==> src/rtl/pc_sequencer.sv <==
// Next-PC controller: drives jump_en/target for a relative-jump PC.
// Owns the branch-offset LUT, the return-address stack and run state.
module pc_sequencer #(
    parameter int D     = 12,
    parameter int L     = 4,
    parameter int DEPTH = 4
) (
    input  logic                   clk,
    input  logic                   reset,
    input  logic                   start,
    input  logic [D-1:0]           prog_ctr,
    input  logic                   halt,
    input  logic                   branch,
    input  logic                   cond,
    input  logic                   call,
    input  logic                   ret,
    input  logic [L-1:0]           lut_idx,
    input  logic                   cfg_we,
    input  logic [L-1:0]           cfg_addr,
    input  logic [D-1:0]           cfg_data,
    output logic                   jump_en,
    output logic [D-1:0]           target,
    output logic                   done,
    output logic                   fault,
    output logic [$clog2(DEPTH):0] sp
);

    localparam int AW  = $clog2(DEPTH);
    localparam int SPW = AW + 1;
    localparam int NL  = 2 ** L;

    localparam logic [SPW-1:0] SP_FULL = SPW'(DEPTH);
    localparam logic [SPW-1:0] SP_ONE  = SPW'(1);
    localparam logic [D-1:0]   PC_ONE  = D'(1);

    typedef enum logic [1:0] {
        IDLE,
        RUN,
        HALTED,
        FAULT
    } state_t;

    state_t         state;
    state_t         state_n;
    logic [D-1:0]   lut   [NL];
    logic [D-1:0]   stack [DEPTH];
    logic           push;
    logic           pop;
    logic [SPW-1:0] sp_dec;
    logic [D-1:0]   tos;

    assign sp_dec = sp - SP_ONE;
    assign tos    = stack[sp_dec[AW-1:0]];
    assign done   = (state == HALTED);
    assign fault  = (state == FAULT);

    // State register; reset drops straight back to IDLE
    always_ff @(posedge clk or posedge reset) begin
        if (reset) begin
            state <= IDLE;
        end else begin
            state <= state_n;
        end
    end

    // Next state and PC control; every non-RUN state holds the PC
    always_comb begin
        state_n = state;
        jump_en = 1'b1;
        target  = '0;
        push    = 1'b0;
        pop     = 1'b0;
        unique case (state)
            IDLE: begin
                if (start) state_n = RUN;
            end
            RUN: begin
                if (call && ret) begin
                    state_n = FAULT;
                end else if (halt) begin
                    state_n = HALTED;
                end else if (ret) begin
                    if (sp == '0) begin
                        state_n = FAULT;
                    end else begin
                        target = tos - prog_ctr;
                        pop    = 1'b1;
                    end
                end else if (call) begin
                    if (sp == SP_FULL) begin
                        state_n = FAULT;
                    end else begin
                        target = lut[lut_idx];
                        push   = 1'b1;
                    end
                end else if (branch && cond) begin
                    target = lut[lut_idx];
                end else begin
                    jump_en = 1'b0;
                end
            end
            HALTED: begin
                if (start) state_n = RUN;
            end
            FAULT: begin
                state_n = FAULT;
            end
        endcase
    end

    // Return stack: push return address on call, drop top on return
    always_ff @(posedge clk or posedge reset) begin
        if (reset) begin
            sp <= '0;
            for (int i = 0; i < DEPTH; i++) stack[i] <= '0;
        end else if (push) begin
            stack[sp[AW-1:0]] <= prog_ctr + PC_ONE;
            sp                <= sp + SP_ONE;
        end else if (pop) begin
            sp <= sp_dec;
        end
    end

    // Offset LUT; a same-cycle read sees the pre-write value
    always_ff @(posedge clk or posedge reset) begin
        if (reset) begin
            for (int i = 0; i < NL; i++) lut[i] <= '0;
        end else if (cfg_we) begin
            lut[cfg_addr] <= cfg_data;
        end
    end

endmodule
==> config.mk <==
export PLATFORM = sky130hd
export DESIGN_NAME = pc_sequencer
export DESIGN_NICKNAME = d
export VERILOG_FILES = /design/src/rtl/pc_sequencer.sv
export SDC_FILE = /design/constraint.sdc
export NUM_CORES = 1
export LEC_CHECK = 0
export ABC_AREA = 0
export ABC_CLOCK_PERIOD_IN_PS = 17900
export CELL_PAD_IN_SITES_DETAIL_PLACEMENT = 0
export CELL_PAD_IN_SITES_GLOBAL_PLACEMENT = 1
export CORE_ASPECT_RATIO = 0.9
export CORE_MARGIN = 3
export CORE_UTILIZATION = 25
export DETAILED_ROUTE_END_ITERATION = 8
export GPL_TIMING_DRIVEN = 0
export PLACE_DENSITY = 0.5
export SLEW_MARGIN = 10
export SYNTH_ARGS = -nofsm -noshare
export SYNTH_HDL_FRONTEND = slang
export SYNTH_SLANG_ARGS = --single-unit
==> constraint.sdc <==
create_clock -name clk -period 17.9 [get_ports clk]
set_input_delay 3.58 -clock clk [delete_from_list [all_inputs] [get_ports clk]]
set_output_delay 3.58 -clock clk [all_outputs]
set_load 0.02 [all_outputs]
# [Word level (Yosys, flattened, before mapping)]
# Cells that the tools add are included.
# Widths: inputs -> output; s select.
[totals] inputBits=41 output_inout_bits=18 wordCells=100 reg_bits=245
[classes] n_mux=47 bitwise_logic=4 n_addsub=4 reduce_logical=9 n_eq_ne=8 n_lt_le_gt_ge=6
[op_table] op="$bwmux 192" n=1
[op_table] op="$mux 12" n=14
[op_table] op="$bmux 12 s4" n=1
[op_table] op="$bwmux 48" n=1
[op_table] op="$demux 12 s4" n=1
[op_table] op="$bmux 12 s2" n=1
[op_table] op="$demux 12 s2" n=1
[op_table] op="$mux 1" n=17
[op_table] op="$ne 5x5->1 const B" n=3
[op_table] op="$mux 2" n=7
[op_table] op="$add 12x1->12 const B" n=1
[op_table] op="$sub 12x12->12" n=1
[op_table] op="$ge 5x5->1 const B" n=2
[op_table] op="$not 4->5" n=2
[op_table] op="$ge 3x3->1 const B" n=2
[op_table] op="$mux 3" n=2
[op_table] op="$not 2->3" n=2
[op_table] op="$pmux 2 s3" n=1
[op_table] op="$lt 5x1->1 const B" n=1
[op_table] op="$eq 2x2->1 const B" n=2
[op_table] op="$logic_and 1x1->1" n=4
[op_table] op="$reduce_and 4->1" n=1
[op_table] op="$add 3x1->3 const B" n=1
[op_table] op="$eq 3x3->1 const B" n=1
[op_table] op="other kinds (8)" n=8

# [Longest topological paths before layout]
# Gate-level depths: netlist of run 1.
[depth] ltp_word=11 mapped_depth=14 mapped_depth_nobuf=12

# [Least setup slack after synthesis of run 1]
# OpenSTA, ideal clock, no wires.
[synth_path] kind="input to output" startpoint="in prog_ctr[4]" endpoint="out target[11]" t_required_ns=14.320 arrival_time_ns=5.225 cell_stages=6 slack_ns=9.095 n_path_buf=0 path_cell_list="inv_1 -> ha_1 -> a2111o_1 -> o211ai_1 -> a21oi_1 -> o31ai_1"
[synth_via] elab_chain_len=6
[synth_rtl] element="from (decl)" line_no="11" source="input logic [D-1:0] prog_ctr,"
[synth_rtl] element="$sub 12x12->12" line_no="86" source="target = tos - prog_ctr;"
[synth_rtl] element="$mux 12" line_no="83" source="if (sp == '0) begin"
[synth_rtl] element="$mux 12" line_no="82" source="end else if (ret) begin"
[synth_rtl] element="$mux 12" line_no="80" source="end else if (halt) begin"
[synth_rtl] element="$mux 12" line_no="78" source="if (call && ret) begin"
[synth_rtl] element="$mux 12" line_no="73" source="unique case (state)"
[synth_rtl] element="to (decl)" line_no="22" source="output logic [D-1:0] target,"
# No other way between the ends.

# [Worst setup path after layout of run 1]
[layout_path] startpoint="in lut_idx[3]" endpoint="out target[9]"
[layout_via] elab_chain_len=10 elab_cells_between_ends=11 classes_between="mux (10); bitwise (1)"
[layout_rtl] element="from (decl)" line_no="17" source="input logic [L-1:0] lut_idx,"
[layout_rtl] element="$not 4->5 (implied by the code) *" line_no="93, 97"
[layout_rtl] element="$bmux 12 s4 *" line_no="93, 97"
[layout_rtl] element="$mux 12 (implied by the code) * (2 in a row)" line_no="93, 97"
[layout_rtl] element="$mux 12, on equally long branches" line_no="96, 90"
[layout_rtl] element="$mux 12 *" line_no="89" source="end else if (call) begin"
[layout_rtl] element="$mux 12 *" line_no="82"
[layout_rtl] element="$mux 12 *" line_no="80"
[layout_rtl] element="$mux 12 *" line_no="78"
[layout_rtl] element="$mux 12 *" line_no="73"
# Mark *: on every way between the ends. The rest lies on a longest branch, timed or not. The select of a mux whose other input is x is not followed.

==> results of run 1 <==
[critical path, stage by stage]
cell and delay (ns):
clkdlybuf4s50_1 0.61, buf_1 0.57, buf_1 0.77, mux4_2 0.48
nor2b_1 0.17, a211o_1 0.28, clkdlybuf4s50_1 0.56
[routing by layer]
metal  share of wire [%]  wire length, µm  vias up
li1                    -                -     3311
met1                  46            15800     3833
met2                  48            16400       94
met3                 3.7             1250       43
met4                 1.9              660        2
met5               0.038               13        -
[through the flow]
step / setup slack, ns / instance area (µm²) / power (mW) / cells
3_5_place_dp: 7.18 / 13300 / 1.02 / 1530
2_1_floorplan: 7.59 / 11900 / 0.923 / 856
6_report: 7.28 / 14200 / 1.59 / 1581
3_3_place_gp: 3.65 / 13200 / 1.01 / 1528
5_1_grt: 7.12 / 14200 / 1.67 / 1581
4_1_cts: 7.17 / 14200 / 1.61 / 1581
[layout make-up]
class,instances,share of cell area [%]
clock buffer,40,5.68
inverter,27,0.767
multi-input combinational,529,37.9
clock inverter,11,0.961
buffer,55,1.74
timing repair buffer,58,4.34
sequential,245,43.2
tap,616,5.43
[cell families after synthesis]
logic type | share of synthesized area (%)
XOR/XNOR | 1.40
AND/OR/NAND/NOR | 5.14
adder cells (fa/ha/maj) | 2.07
buffers and inverters | 2.93
multiplexers | 32.4
flip-flops | 51.7
AO/OA/AOI/OAI | 4.41
[sequential cells by signal (all words and copies together), names as in the netlist]
register / cells
sp: 3
state: 2
lut: 192
stack: 48
[cell usage in the layout (no fill, tap or decap), types with 3 or more instances in the layout]
cell type	instances
a211oi_1	3
a21o_1	3
a21oi_1	13
a31oi_1	3
and2_1	3
and3_1	3
buf_1	3
buf_2	5
buf_4	4
clkbuf_1	47
clkbuf_16	28
clkbuf_8	6
clkdlybuf4s50_1	56
clkinv_2	6
dfrtp_1	245
ha_1	18
inv_1	26
mux2_2	197
mux2i_1	3
mux4_1	4
mux4_2	66
nand2_1	60
nand2b_1	16
nand3_1	6
nand3b_1	4
nand4_1	3
nor2_1	22
nor2b_1	3
nor3_1	4
o21ai_0	49
o22ai_1	9
xnor2_1	11
xor2_1	8
[path summary, 6_finish.rpt]
path | startpoint | to | slack, ns
max | lut_idx[3] | target[9] | 7.28
min | stack[44] | stack[44] | 0.47
max reg2reg | sp[0] | stack[29] | 14.34
min reg2reg | stack[44] | stack[44] | 0.47
max in group asynchronous | reset | lut[13] | 13.11
min in group asynchronous | reset | stack[20] | 3.43
[power groups by stage]
stage	Clock, mW	Sequential [mW]	Combinational, mW
after floorplan	0	0.705	0.217
after global placement	0	0.720	0.289
after detailed placement	0	0.720	0.295
after CTS	0.608	0.710	0.296
after global routing	0.630	0.724	0.317
final	0.588	0.710	0.289
==> impl_metrics.py, run 1 <==
metrics = {
    "status": {
        "status": "complete, no violations",
    },
    "synthesis": {
        "ys_seq_area_share_pct": 51.7,
        "syn_area_per_cell_um2": 13.9,
        "synth_seq_cells": 245,
        "yosysUniqueCellTypes": 46,
        "synth_edf_count": 0,
        "synthesis.area_mm2": 0.0119,
        "synth_cells": 856,
        "synth_area_leader_cell": "dfrtp_1",
        "synthFlopType": "dfrtp_1",
        "synthTopCellsByArea": "dfrtp_1, mux2_2, mux4_2",
        "async_reset_ff_share_pct": 100,
        "synthTopCellsByCount": "dfrtp_1, mux2_2, mux4_2, nand2_1, o21ai_0",
        "yosysMostFrequentCell": "dfrtp_1",
        "ys_warn_count": 0,
        "synth_top_area_share_pct": 51.7,
        "syn_nets": 916,
    },
    "power_and_ir_drop": {
        "p_leak_nw": 5.91,
        "p_comb_share_pct": 18.2,
        "p_seq_share_pct": 44.8,
        "ir_drop_v": 0.0000744,
        "p_switching_mw": 0.415,
        "p_clk_share_pct": 37.0,
        "p_per_area_mw_per_mm2": 112,
        "p_int_mw": 1.17,
        "swShare_pct": 26.2,
    },
    "cts": {
        "cts_tree": "yes",
        "postCtsHoldBufs": 0,
        "clock_tree.root_cell": "clkbuf_16",
        "clock_path_buffers": 3,
        "cts_sinks": 245,
        "clk_pin_slew_ns": 0.06,
        "cts_setup_buffers": 0,
        "insertion_delay_ns": 0.56,
        "htreeDepth": 1,
        "cts_resized": 0,
        "cts_inserted_buffers": 28,
    },
    "flow_run": {
        "maxCapViolCount": 0,
    },
    "die": {
        "die_h_um": 213,
        "fp.dieW_um": 236,
        "rows": 75,
        "io_pins": 59,
        "initial_core_util_pct": 25.4,
        "core_area_mm2": 0.0467,
        "die_area_mm2": 0.0501,
    },
    "routing": {
        "via_per_inst": 4.61,
        "drc_errors": 0,
        "route.vias.total": 7283,
        "wl_per_cell_um": 21.6,
        "wirelength_mm": 34.1,
        "drt_iter0_drc": 364,
        "ant_nets": 0,
        "firstDrtPassIters": 4,
    },
    "setup_path": {
        "startpoint_type": "input pin",
        "worstPathMaxFanout": 10,
        "rr_worst_depth": 11,
        "cp.required_ns": 14.32,
        "worstSetupEndpointType": "output pin",
        "criticalPathCategory": "input pin to output pin",
        "worstPathArrival_ns": 7.04,
    },
    "global_route": {
        "gr-usage-met1_pct": 18.8,
        "overflow": 0,
        "grt_busiest_layer": "met2",
        "grt_util_all_layers_pct": 13.8,
        "grt_start_max_net_pins": 111,
        "antenna_found_initial": 1,
        "grt_pass1_wl_mm": 51.8,
        "grt_pass1_vias": 7812,
        "use_met2_pct": 23.2,
        "grt_use_met3_pct": 2.40,
    },
    "layout": {
        "fin_util_pct": 30.4,
        "nFillCells": 4714,
        "final_layout_size_suffix_gt1_share_pct": 33.5,
        "final_nets": 1004,
        "diodes": 0,
        "synthToLayoutAreaGrowth_pct": 19.7,
        "multi_input_area_mm2": 0.00538,
        "seq_area_mm2": 0.00613,
    },
    "place": {
        "place_hpwl_mm": 22.6,
        "portBuffers": 56,
        "gp_congestion": 0.731,
    },
    "min_path": {
        "hp-class": "register to register",
        "hold_depth": 2,
    },
    "timing": {
        "fmax_ghz": 0.0942,
        "worst_slew_pin_slew_ns": 1.23,
        "skew_ns": 0.00540,
        "hold_slack_ns": 0.474,
        "rsz0062_at_grt": "no",
        "slew_viol_final": 0,
        "timing.final.hold_violations": 0,
        "period_needed_ns": 10.62,
        "setup_tns_ns": 0,
        "fin_crit_sh_pct": 59.3,
        "finalSetupViolCount": 0,
        "relSlewSlack_pct": 18.1,
    },
}
Power figures use the tool's default switching activity.
==> inputs of run 2 (changes only) <==
ABC_CLOCK_PERIOD_IN_PS = 8600   (was 17900)
PLACE_DENSITY = 0.52   (was 0.5)
clock period = 8.6 ns   (was 17.9 ns; I/O delays follow)
==> impl_metrics.py, run 2 (same netlist as run 1, synthesis figures left out) <==
metrics = {
    "timing": {
        "fmax_ghz": 0.130,
        "period_needed_ns": 7.69,
        "rsz0062_at_grt": "no",
        "finalSetupViolCount": 0,
        "timing.final.hold_violations": 0,
        "relSlewSlack_pct": 20.0,
        "hold_slack_ns": 0.475,
        "slew_viol_final": 0,
        "worst_slew_pin_slew_ns": 1.20,
        "fin_crit_sh_pct": 89.4,
        "skew_ns": 0.00745,
    },
    "die": {
        "core_area_mm2": 0.0467,
        "die_area_mm2": 0.0501,
        "die_h_um": 213,
        "rows": 75,
        "initial_core_util_pct": 25.4,
        "io_pins": 59,
        "fp.dieW_um": 236,
    },
    "cts": {
        "cts_tree": "yes",
        "cts_sinks": 245,
        "clk_pin_slew_ns": 0.06,
        "cts_setup_buffers": 0,
        "cts_inserted_buffers": 29,
        "cts_resized": 0,
        "insertion_delay_ns": 0.56,
        "htreeDepth": 1,
        "clock_tree.root_cell": "clkbuf_16",
        "postCtsHoldBufs": 0,
        "clock_path_buffers": 3,
    },
    "setup_path": {
        "worstSetupEndpointType": "output pin",
        "r2r-start": "sp[0]",
        "criticalPathCategory": "register to output pin",
        "worstPathMaxFanout": 10,
        "worstSetupStartpoint": "sp[0]",
        "cp.required_ns": 6.88,
        "worstPathArrival_ns": 5.97,
        "startpoint_type": "register",
    },
    "place": {
        "place_hpwl_mm": 22.5,
        "gp_congestion": 0.732,
        "placed_cell_area_mm2": 0.0133,
        "portBuffers": 56,
    },
    "routing": {
        "route.met2.wl_mm": 15.7,
        "via_per_inst": 4.64,
        "drc_errors": 0,
        "drt_iter0_drc": 298,
        "route.vias.total": 7310,
        "maxUsedRoutingLayer": "met4",
        "wirelength_mm": 33.7,
        "ant_nets": 0,
        "drt-met1-wl_mm": 16.1,
        "wl_met3_mm": 1.29,
        "wl_per_cell_um": 21.4,
        "firstDrtPassIters": 4,
    },
    "power_and_ir_drop": {
        "p_leak_nw": 5.91,
        "p_seq_share_pct": 44.5,
        "p_switching_mw": 0.858,
        "p_clk_share_pct": 37.4,
        "p_comb_share_pct": 18.1,
        "p_per_area_mw_per_mm2": 234,
        "ir_drop_v": 0.000154,
        "p_int_mw": 2.47,
        "swShare_pct": 25.8,
    },
    "layout": {
        "synthToLayoutAreaGrowth_pct": 19.6,
        "fin_area_mm2": 0.0142,
        "layout_common_cells": "dfrtp_1, mux2_2, mux4_2",
        "largest_reg_flops": 192,
        "diodes": 0,
        "final_layout_size_suffix_gt1_share_pct": 33.1,
        "regMostFlops": "lut",
        "final_nets": 1005,
        "final_common_cell": "dfrtp_1",
        "reg.largest.list": "lut: 192 flops, stack: 48 flops, sp: 3 flops",
    },
    "status": {
        "status": "complete, no violations",
    },
    "global_route": {
        "grt_pass1_vias": 7771,
        "antenna_found_initial": 0,
        "grt_util_all_layers_pct": 13.6,
        "grt_pass1_wl_mm": 51.5,
        "overflow": 0,
        "grt_start_max_net_pins": 89,
    },
    "min_path": {
        "hp-class": "register to register",
        "min-delay-start": "stack[8]",
    },
    "flow_run": {
        "maxCapViolCount": 0,
    },
}
==> run 2: cell count changes in the layout (fill, tap and decap cells not counted) <==
cell,before,now
bufinv_16,2,3
clkinv_16,1,0
clkinvlp_4,1,0
clkinv_2,6,2
inv_8,1,2
clkbuf_8,6,4
inv_16,0,1
clkinv_4,1,0
clkbuf_16,28,29
==> run 2: worst max-delay path, stage by stage, from the launching register on <==
cell and delay, ns:
dfrtp_1 0.39, clkbuf_1 0.49, buf_2 0.48, inv_1 0.12
ha_1 0.52, clkbuf_1 0.61, mux4_2 0.44, ha_1 0.39
a2111o_1 0.46, o211ai_1 0.21, a21oi_1 0.09, o31ai_1 0.49
clkdlybuf4s50_1 0.71
==> run 2: worst paths after layout <==
path | end | slack, ns | depth (start not counted)
min in group asynchronous | sp[0] | 1.61 | 2
hold reg to reg | stack[8] | 0.47 | 2
setup reg to reg | stack[17] | 4.96 | 11
hold / removal | stack[8] | 0.47 | 2
setup / recovery | target[11] | 0.91 | 12
max in group asynchronous | lut[33] | 6.09 | 3
==> run 2: metrics by stage <==
step           util (%)  worst slack (ns)  power, mW  std cells  TNS, ns
6_report           30.4             0.911       3.32       1576        0
4_1_cts            30.4             0.758       3.38       1576        0
2_1_floorplan         -             0.150       1.92        856        0
5_1_grt            30.4             0.552       3.49       1576        0
3_3_place_gp       28.2             -3.72       2.10       1528  -904.67
3_5_place_dp       28.4              1.40       2.11       1530        0
==> run 2: layer usage <==
metal | GRT usage, % | vias to the layer above
li1 | - | 3313
met1 | 19.2 | 3836
met2 | 22.2 | 118
met3 | 2.38 | 43
met4 | 2.94 | 0
met5 | 0 | -
==> run 2: power groups by stage <==
stage / combinational, mW / sequential (mW) / clock [mW]
6_report: 0.601 / 1.48 / 1.24
5_1_grt: 0.658 / 1.51 / 1.33
4_1_cts: 0.614 / 1.48 / 1.28
3_5_place_dp: 0.612 / 1.50 / 0
3_3_place_gp: 0.599 / 1.50 / 0
2_1_floorplan: 0.452 / 1.47 / 0
==> run 2: final cells by class <==
| class | instances | area, µm² |
|---|---|---|
| Tap cell | 616 | 771 |
| Clock inverter | 7 | 131 |
| Inverter | 27 | 109 |
| Fill cell | 4721 | 32500 |
| Multi-Input combinational cell | 529 | 5380 |
| Timing Repair Buffer | 58 | 616 |
| Sequential cell | 245 | 6130 |
| Clock buffer | 39 | 803 |
| Buffer | 55 | 246 |
==> inputs of run 3 (changes only) <==
PLACE_DENSITY = default   (was 0.52)
PLACE_DENSITY_LB_ADDON = 0.08   (was default)
SETUP_SLACK_MARGIN = 0.5   (was default)
SLEW_MARGIN = 0   (was 10)
==> impl_metrics.py, run 3 (same netlist as run 1, synthesis figures left out) <==
metrics = {
    "timing": {
        "setup_tns_ns": 0,
        "fin_crit_sh_pct": 86.9,
        "finalSetupViolCount": 0,
        "skew_ns": 0.00948,
        "slew_viol_final": 0,
        "period_needed_ns": 7.47,
        "rsz0062_at_grt": "no",
        "worst_slew_pin_slew_ns": 1.23,
        "timing.final.hold_violations": 0,
        "relSlewSlack_pct": 17.9,
        "fmax_ghz": 0.134,
    },
    "routing": {
        "via_per_inst": 4.60,
        "ant_nets": 0,
        "wirelength_mm": 36.4,
        "firstDrtPassIters": 4,
        "drt_iter0_drc": 330,
        "drc_errors": 0,
        "route.vias.total": 7333,
        "wl_per_cell_um": 22.8,
    },
    "cts": {
        "cts_resized": 0,
        "postCtsHoldBufs": 0,
        "clock_path_buffers": 3,
        "cts_setup_buffers": 0,
        "insertion_delay_ns": 0.56,
        "clk_pin_slew_ns": 0.06,
        "clock_tree.root_cell": "clkbuf_16",
        "cts_sinks": 245,
        "htreeDepth": 1,
        "cts_inserted_buffers": 31,
        "cts_tree": "yes",
    },
    "setup_path": {
        "r2r-end": "stack[44]",
        "startpoint_type": "register",
        "cp_slowest_cell": "clkdlybuf4s50_1",
        "worstPathArrival_ns": 5.75,
        "reg2reg_slack_ns": 5.04,
        "r2r-start": "sp[0]",
        "criticalPathCategory": "register to output pin",
        "worstPathMaxFanout": 10,
        "crit_chain": "clkbuf_1 -> buf_2 -> inv_1 -> ha_1 -> clkbuf_1 -> mux4_2 -> ha_1 -> a2111o_1 -> o211ai_1 -> a21oi_1 -> o31ai_1 -> clkdlybuf4s50_1",
        "cp_slowest_stage_delay_ns": 0.68,
        "cp.required_ns": 6.88,
        "rr_worst_depth": 11,
        "worstSetupStartpoint": "sp[0]",
        "worstSetupEndpointType": "output pin",
    },
    "global_route": {
        "grt_pass1_wl_mm": 54.5,
        "grt_pass1_vias": 7643,
        "grt_start_max_net_pins": 39,
        "antenna_found_initial": 0,
        "grt_util_all_layers_pct": 14.7,
        "overflow": 0,
    },
    "layout": {
        "fin_cells": 1593,
        "fin_area_mm2": 0.0144,
        "synthToLayoutAreaGrowth_pct": 21.2,
        "final_common_cell": "dfrtp_1",
        "layout_common_cells": "dfrtp_1, mux2_2, mux4_2",
        "largest_reg_flops": 192,
        "final_nets": 1012,
        "regMostFlops": "lut",
        "reg.largest.list": "lut: 192 flops, stack: 48 flops, sp: 3 flops",
        "final_layout_size_suffix_gt1_share_pct": 33.6,
    },
    "min_path": {
        "min-delay-start": "stack[8]",
        "hold_depth": 2,
        "hp-class": "register to register",
        "hold_path_end": "stack[8]",
    },
    "die": {
        "io_pins": 59,
        "core_area_mm2": 0.0467,
        "initial_core_util_pct": 25.4,
        "rows": 75,
        "die_h_um": 213,
        "fp.dieW_um": 236,
        "die_area_mm2": 0.0501,
    },
    "place": {
        "gp_congestion": 0.723,
        "portBuffers": 56,
        "place_hpwl_mm": 24.6,
        "dp.cells": 1535,
        "placed_cell_area_mm2": 0.0133,
    },
    "status": {
        "status": "complete, no violations",
    },
    "power_and_ir_drop": {
        "p_leak_nw": 5.99,
        "ir_drop_v": 0.000149,
        "finalPower_mw": 3.41,
        "p_per_area_mw_per_mm2": 237,
    },
    "flow_run": {
        "maxCapViolCount": 0,
    },
}
[run 3: layout make-up]
class                   count  area [µm²]
clock inverters             3        68.8
flip-flops and latches    245        6130
diodes                      1        2.50
fillers                  4718       32400
clock buffers              54         972
inverters                  27         105
repair buffers             63         701
well taps                 616         771
plain buffers              55         246
multi-input cells         529        5380
[run 3: where the power goes]
part | leakage [nW] | internal, mW | switching, mW
sequential | 3.08 | 1.37 | 0.107
clock | 0.508 | 0.817 | 0.500
combinational | 2.41 | 0.356 | 0.259
[run 3: worst max-delay path by stage]
stage | depth (start not counted) | slack [ns] | end
6_report | 12 | 1.13 | target[11]
5_1_grt | 12 | 0.61 | target[11]
4_1_cts | 12 | 0.96 | target[11]
3_5_place_dp | 7 | 1.55 | target[9]
3_3_place_gp | 2 | 1.18 | lut[112]
2_1_floorplan | 11 | 3.04 | target[11]
[run 3: layer usage]
metal	GRT usage, %	share of wire, %
met5	0	0
met1	22.4	52
met3	2.01	2.5
met4	2.37	1.5
met2	22.6	44
[run 3: through the flow]
stage	worst slack (ns)	hold WS, ns	util (%)
final	1.13	0.473	30.8
after global placement	1.18	0.458	28.2
after global routing	0.609	0.497	30.8
after CTS	0.958	0.480	30.8
after detailed placement	1.55	0.466	28.5
after floorplan	3.04	0.445	-
[run 3: critical path, delay by kind of cell, from the launching register on]
| kind | cells | cell delay, ns |
|---|---|---|
| flip-flops | 1 | 0.41 |
| multiplexers | 1 | 0.42 |
| AO/OA/AOI/OAI | 4 | 1.20 |
| buffers and inverters | 5 | 2.29 |
| adder cells (fa/ha/maj) | 2 | 0.84 |
